## config.mk

```make
export PLATFORM = sky130hd
export DESIGN_NAME = wb_cmd_initiator
export DESIGN_NICKNAME = d
export VERILOG_FILES = /design/src/rtl/common_pkg.sv /design/src/rtl/wb_cmd_initiator.sv
export SDC_FILE = /design/constraint.sdc
export NUM_CORES = 1
export LEC_CHECK = 0
export CAP_MARGIN = 10
export CORE_ASPECT_RATIO = 1.4
export CORE_MARGIN = 2
export CORE_UTILIZATION = 47
export CTS_CLUSTER_DIAMETER = 50
export DETAILED_ROUTE_END_ITERATION = 7
export MAX_ROUTING_LAYER = met4
export PLACE_DENSITY_LB_ADDON = 0.05
export SYNTH_ARGS = -nofsm -noshare
export SYNTH_HDL_FRONTEND = slang
export SYNTH_SLANG_ARGS = --single-unit
```

## constraint.sdc

```tcl
create_clock -name wb_clk_i -period 2.8 [get_ports wb_clk_i]
set_input_delay 0.56 -clock wb_clk_i [delete_from_list [all_inputs] [get_ports wb_clk_i]]
set_output_delay 0.56 -clock wb_clk_i [all_outputs]
set_load 0.01 [all_outputs]
```

## src/rtl/common_pkg.sv

```systemverilog
// -----------------------------------------------------------------------------
// common_pkg
//   Shared bus-map constants for the SPI/MCU bridge fabric.
//   - RAM_ADDR_WIDTH : address width of one space (RAM, CPU map, REG).
//   - WB_*_PREFIX    : upper address bits that steer the downstream decoder.
//   - WB_ADDR_WIDTH  : full Wishbone address width, prefix plus space address.
//   - space_e        : host command space encoding.
// -----------------------------------------------------------------------------
package common_pkg;

  localparam int unsigned RAM_ADDR_WIDTH  = 17;
  localparam int unsigned WB_PREFIX_WIDTH = 2;
  localparam int unsigned WB_ADDR_WIDTH   = WB_PREFIX_WIDTH + RAM_ADDR_WIDTH;

  localparam logic [WB_PREFIX_WIDTH-1:0] WB_RAM_PREFIX = 2'b00;
  localparam logic [WB_PREFIX_WIDTH-1:0] WB_CPU_PREFIX = 2'b01;
  localparam logic [WB_PREFIX_WIDTH-1:0] WB_REG_PREFIX = 2'b10;

  typedef enum logic [1:0] {
    SPACE_RAM     = 2'd0,
    SPACE_CPU     = 2'd1,
    SPACE_REG     = 2'd2,
    SPACE_INVALID = 2'd3
  } space_e;

  // Address prefix for a host space. The invalid space never reaches the bus,
  // so its mapping is irrelevant and shares the RAM prefix.
  function automatic logic [WB_PREFIX_WIDTH-1:0] space_prefix(input logic [1:0] space);
    logic [WB_PREFIX_WIDTH-1:0] prefix;
    prefix = WB_RAM_PREFIX;
    case (space)
      SPACE_CPU: prefix = WB_CPU_PREFIX;
      SPACE_REG: prefix = WB_REG_PREFIX;
      default:   prefix = WB_RAM_PREFIX;
    endcase
    return prefix;
  endfunction

endpackage : common_pkg

```

## src/rtl/wb_cmd_initiator.sv

```systemverilog
// -----------------------------------------------------------------------------
// wb_cmd_initiator
//   Pipelined 8-bit Wishbone initiator. Each accepted host command becomes
//   exactly one bus cycle (or, for the invalid space, an immediate error
//   response), and each accepted command yields exactly one response.
//
// Ports
//   wb_clk_i / wb_rst_i   clock, asynchronous active-high reset
//   cmd_*                 host command (valid/ready handshake)
//   rsp_*                 host response (valid/ready handshake)
//   wb_cyc_o/wb_stb_o     Wishbone cycle / strobe
//   wb_we_o/wb_addr_o/
//   wb_dat_o              registered request fields, stable for the whole cycle
//   wb_dat_i              read data
//   wb_stall_i            target not accepting the strobe
//   wb_ack_i/wb_err_i     target completion / error completion
//
// Parameter
//   TIMEOUT_CYCLES        cycles from first strobe to ack/err before the cycle
//                         is aborted with an error (1..255)
// -----------------------------------------------------------------------------
module wb_cmd_initiator
  import common_pkg::*;
#(
  parameter int unsigned TIMEOUT_CYCLES = 255
) (
  input  logic                      wb_clk_i,
  input  logic                      wb_rst_i,
  // host command
  input  logic                      cmd_valid_i,
  output logic                      cmd_ready_o,
  input  logic [1:0]                cmd_space_i,
  input  logic [RAM_ADDR_WIDTH-1:0] cmd_addr_i,
  input  logic                      cmd_we_i,
  input  logic [7:0]                cmd_data_i,
  // host response
  output logic                      rsp_valid_o,
  input  logic                      rsp_ready_i,
  output logic [7:0]                rsp_data_o,
  output logic                      rsp_err_o,
  // wishbone
  output logic                      wb_cyc_o,
  output logic                      wb_stb_o,
  output logic                      wb_we_o,
  output logic [WB_ADDR_WIDTH-1:0]  wb_addr_o,
  output logic [7:0]                wb_dat_o,
  input  logic [7:0]                wb_dat_i,
  input  logic                      wb_stall_i,
  input  logic                      wb_ack_i,
  input  logic                      wb_err_i
);

  typedef enum logic [1:0] {
    S_IDLE,
    S_REQ,
    S_WAIT,
    S_RSP
  } state_e;

  // Timer value at which the cycle is abandoned: the timer is 0 in the first
  // strobe cycle, so this gives exactly TIMEOUT_CYCLES cycles with cyc high.
  localparam logic [7:0] TIMEOUT_LAST = 8'(TIMEOUT_CYCLES - 1);

  state_e                   state_q,    state_d;
  logic [7:0]               timer_q,    timer_d;
  logic                     we_q,       we_d;
  logic [WB_ADDR_WIDTH-1:0] addr_q,     addr_d;
  logic [7:0]               dat_q,      dat_d;
  logic [7:0]               rsp_data_q, rsp_data_d;
  logic                     rsp_err_q,  rsp_err_d;

  logic in_cycle;

  assign in_cycle = (state_q == S_REQ) || (state_q == S_WAIT);

  // ---------------------------------------------------------------------------
  // Next-state and datapath
  // ---------------------------------------------------------------------------
  always_comb begin
    // NOTE: every signal assigned below gets a default first so no path can
    // leave it unassigned and infer a latch.
    state_d    = state_q;
    timer_d    = timer_q;
    we_d       = we_q;
    addr_d     = addr_q;
    dat_d      = dat_q;
    rsp_data_d = rsp_data_q;
    rsp_err_d  = rsp_err_q;

    unique case (state_q)
      S_IDLE: begin
        if (cmd_valid_i) begin
          if (cmd_space_i == SPACE_INVALID) begin
            // Rejected without touching the bus.
            state_d    = S_RSP;
            rsp_data_d = 8'h00;
            rsp_err_d  = 1'b1;
          end else begin
            state_d = S_REQ;
            timer_d = 8'h00;
            we_d    = cmd_we_i;
            addr_d  = {space_prefix(cmd_space_i), cmd_addr_i};
            dat_d   = cmd_we_i ? cmd_data_i : 8'h00;
          end
        end
      end

      S_REQ, S_WAIT: begin
        timer_d = timer_q + 8'h01;
        // Priority: error, then ack, then timeout. An ack on the expiry cycle
        // therefore completes normally. Completion may coincide with strobe
        // acceptance, skipping WAIT entirely.
        if (wb_err_i) begin
          state_d    = S_RSP;
          rsp_data_d = 8'h00;
          rsp_err_d  = 1'b1;
        end else if (wb_ack_i) begin
          state_d    = S_RSP;
          rsp_data_d = we_q ? 8'h00 : wb_dat_i;
          rsp_err_d  = 1'b0;
        end else if (timer_q == TIMEOUT_LAST) begin
          state_d    = S_RSP;
          rsp_data_d = 8'h00;
          rsp_err_d  = 1'b1;
        end else if ((state_q == S_REQ) && !wb_stall_i) begin
          state_d = S_WAIT;
        end
      end

      S_RSP: begin
        if (rsp_ready_i) begin
          state_d = S_IDLE;
        end
      end

      default: state_d = S_IDLE;
    endcase
  end

  // ---------------------------------------------------------------------------
  // State registers
  // ---------------------------------------------------------------------------
  always_ff @(posedge wb_clk_i or posedge wb_rst_i) begin
    if (wb_rst_i) begin
      state_q    <= S_IDLE;
      timer_q    <= 8'h00;
      we_q       <= 1'b0;
      addr_q     <= '0;
      dat_q      <= 8'h00;
      rsp_data_q <= 8'h00;
      rsp_err_q  <= 1'b0;
    end else begin
      // NOTE: non-blocking assignments so every register samples the values
      // from before this edge, independent of statement order.
      state_q    <= state_d;
      timer_q    <= timer_d;
      we_q       <= we_d;
      addr_q     <= addr_d;
      dat_q      <= dat_d;
      rsp_data_q <= rsp_data_d;
      rsp_err_q  <= rsp_err_d;
    end
  end

  // ---------------------------------------------------------------------------
  // Outputs: decoded straight from the state register so the async reset
  // clears cyc/stb/rsp_valid without waiting for a clock edge.
  // ---------------------------------------------------------------------------
  assign cmd_ready_o = (state_q == S_IDLE);
  assign rsp_valid_o = (state_q == S_RSP);
  assign rsp_data_o  = rsp_data_q;
  assign rsp_err_o   = rsp_err_q;

  assign wb_cyc_o  = in_cycle;
  assign wb_stb_o  = (state_q == S_REQ);
  assign wb_we_o   = we_q;
  assign wb_addr_o = addr_q;
  assign wb_dat_o  = dat_q;

endmodule : wb_cmd_initiator

```

==> flow_metrics.py, run 1 <==
metrics = {
    "routing": {
        "viasPerCell": 4.97,
        "ant_nets": 0,
        "num_vias": 1823,
        "dr.pass1.iters": 4,
        "drtIter0Drc": 99,
        "avgRoutedWirePerCell_um": 14.0,
        "totalWireLength_um": 5140,
        "drc": 0,
    },
    "logic_synthesis": {
        "async_flop_share_pct": 100,
        "synthCells": 217,
        "synth_top_cell_by_area": "dfrtp_1",
        "synth.distinct_cells": 41,
        "ys.warnings.count": 0,
        "synth-seq-cells": 47,
        "synth.top_cell.area_share_pct": 55.1,
        "syn_area_sq_mm": 0.00213,
        "synth.avg_cell_area_sq_um": 9.84,
        "syn-num-nets": 265,
        "yosys_most_used_dff": "dfrtp_1",
        "synth_area_leaders": "dfrtp_1, nand2_1, a22o_1, nand3_1, ha_1",
        "synth_edf_count": 0,
        "ys_seq_area_share_pct": 55.1,
    },
    "setup_path": {
        "worst-setup-path-type": "flop to output pin",
        "r2r_cells": 6,
        "path_buf_inv": 2,
        "r2r_setup_slack_ps": 720,
        "critPathMaxStageDelay_ps": 630,
        "crit_path_max_fanout": 15,
        "cp_top_family": "buffers and inverters",
        "cp_cell_sequence": "inv_1 > ha_1 > clkdlybuf4s50_1",
        "reg2reg_to": "state_q[1]$_DFFE_PP0P_",
        "r2r-start": "state_q[0]$_DFFE_PP0P_",
        "cp_slowest_cell": "clkdlybuf4s50_1",
        "cp-end-kind": "output pin",
        "arrival_ps": 1970,
        "worst_setup_path_start_kind": "flop",
        "critPathRequiredTime_ps": 2240,
    },
    "pwr": {
        "powerDensity_mw_per_mm2": 1040,
        "total_leakage_power_nw": 1.49,
        "irDropWorstVdd_mv": 0.576,
    },
    "min_path": {
        "worstHoldEndpoint": "wb_dat_o[1]$_DFFE_PP0P_",
        "hold_start": "wb_dat_o[1]$_DFFE_PP0P_",
        "whs_path_depth": 2,
        "hp-class": "flop to flop",
    },
    "clock_tree": {
        "cts_hold_buffers": 0,
        "cts_buffer_depth": 2,
        "htreeDepth": 2,
        "cts.clk_slew.worst_paths_ps": 80,
        "cts_setup_buffers": 0,
        "cts_sinks": 47,
        "worst_skew_pair.late_latency_ps": 300,
        "cts.root.buffer_cell": "clkbuf_8",
        "cts_inserted_buffers": 5,
        "cts_resized": 0,
        "tritoncts": "yes",
    },
    "timing": {
        "worst_slew_pin_slew_ps": 476,
        "finalSetupViolations": 0,
        "finalMaxSlewViolations": 0,
        "finalClockSkew_ps": 7.78,
        "holdWs_ps": 470,
        "clock.fmax_mhz": 395,
        "period_share_pct": 90.5,
        "tns_ps": 0,
        "slew-limit-headroom_pct": 68.2,
        "finalHoldViolCount": 0,
        "fin_crit_ps": 2530,
        "rsz0062_at_grt": "false",
    },
    "global_routing": {
        "track_usage_pct": 22.6,
        "grt_pass1_vias": 1828,
        "antenna_found_initial": 0,
        "grt_pass1_wl_um": 8430,
        "grt_max_degree": 28,
        "overflow": 0,
    },
    "floorplan": {
        "rows": 29,
        "num_io_pins": 84,
        "design.core.area_sq_mm": 0.00446,
        "die_y_um": 83.7,
        "dieArea_sq_mm": 0.00510,
        "start_util_pct": 47.8,
        "die_w_um": 61.0,
    },
    "final_layout": {
        "final_cell_area_sq_mm": 0.00315,
        "n_antenna_cell": 0,
        "area_growth_pct": 47.6,
        "final_nets": 352,
        "fin_util_pct": 70.6,
        "fillers": 372,
        "drive_gt1_share_pct": 7.87,
        "layout_common_cells": "clkdlybuf4s50_1, nand2_1, dfrtp_1",
        "final_common_cell": "clkdlybuf4s50_1",
    },
    "placement": {
        "dp_hpwl_um": 3780,
        "dpl_cell_area_sq_mm": 0.00304,
        "portBuffers": 83,
        "gp_congestion": 0.843,
    },
    "job": {
        "maxCapViolCount": 0,
    },
    "outcome": {
        "outcome": "completed",
    },
}
[stage by stage]
stage                     setup slack (ps)  total power [W]  cells
after floorplan                       1020          0.00201    217
after global placement                 635          0.00276    359
after detailed placement               611          0.00280    359
after CTS                              271          0.00331    367
after global routing                   180          0.00352    367
final                                  266          0.00327    367
[worst max path at each step]
stage | from | endpoint | depth (start not counted)
final | state_q[0]$_DFFE_PP0P_ | wb_cyc_o | 3
after global routing | state_q[1]$_DFFE_PP0P_ | wb_cyc_o | 3
after CTS | state_q[0]$_DFFE_PP0P_ | wb_cyc_o | 3
after detailed placement | state_q[0]$_DFFE_PP0P_ | wb_cyc_o | 3
after global placement | state_q[0]$_DFFE_PP0P_ | wb_cyc_o | 3
after floorplan | state_q[0]$_DFFE_PP0P_ | state_q[1]$_DFFE_PP0P_ | 6
[per-layer routing]
metal	vias to the layer above	track usage, %	share of wire (%)
li1	908	-	-
met1	853	28.3	44
met2	56	35.3	49
met3	6	4.81	5.6
met4	0	8.89	1.8
met5	-	-	0
[flip-flops by register name, indices dropped and copies added (netlist names)]
signal      cells
wb_dat_o        8
wb_we_o         1
rsp_err_o       1
wb_addr_o      19
timer_q         8
state_q         2
rsp_data_o      8
[power by group]
part / switching (W) / total, W / internal [W]
Combinational: 0.000763 / 0.00161 / 0.000844
Clock: 0.000227 / 0.000493 / 0.000266
Sequential: 0.000203 / 0.00118 / 0.000972
Total: 0.00119 / 0.00327 / 0.00208
[cell type report]
class / instances / area (sq um) / area share (%)
Clock buffer: 5 / 68.8 / 2.18
Clock inverter: 3 / 43.8 / 1.39
Inverter: 7 / 26.3 / 0.834
Multi-Input combinational cell: 156 / 897 / 28.5
Sequential cell: 47 / 1180 / 37.3
Tap cell: 62 / 77.6 / 2.46
Timing Repair Buffer: 87 / 861 / 27.3
[cell families (layout without fill, tap and decap cells)]
kind of cell,Yosys count,count (layout),synth area share [%]
flops,47,47,55.1
buf+inv,14,102,2.87
compound gates,37,37,14.2
simple gates,112,112,23.7
fa+ha+maj,5,5,2.93
mux,2,2,1.17
[Yosys cell counts, types with 2 or more instances]
library cell,number
nand2_1,73
nand3_1,14
ha_1,5
clkbuf_1,2
buf_2,4
o21ai_0,9
nor2_1,8
nor4_1,2
o21a_1,2
a22o_1,10
and3_1,2
a211o_1,2
nor4b_1,2
dfrtp_1,47
inv_1,7
nand2_2,3
[worst reg2reg max path, cell delays in order, from the launching register on]
cell and delay, ps:
dfrtp_1 400, inv_1 60, ha_1 580, and2b_1 240, o211ai_2 160, o21ai_2 210, mux2_4 320
No activity file was read; power rests on OpenSTA's default activity.
==> inputs of run 2 (changes only) <==
Settings changed: CAP_MARGIN 10 to unset.
==> results of run 2 <==
Final layout, timing and power as in run 1 (identical DEF).
==> inputs of run 3 (changes only) <==
Settings changed: CTS_CLUSTER_SIZE set to 30.
==> results of run 3 <==
Final layout, timing and power as in run 1 (identical DEF).
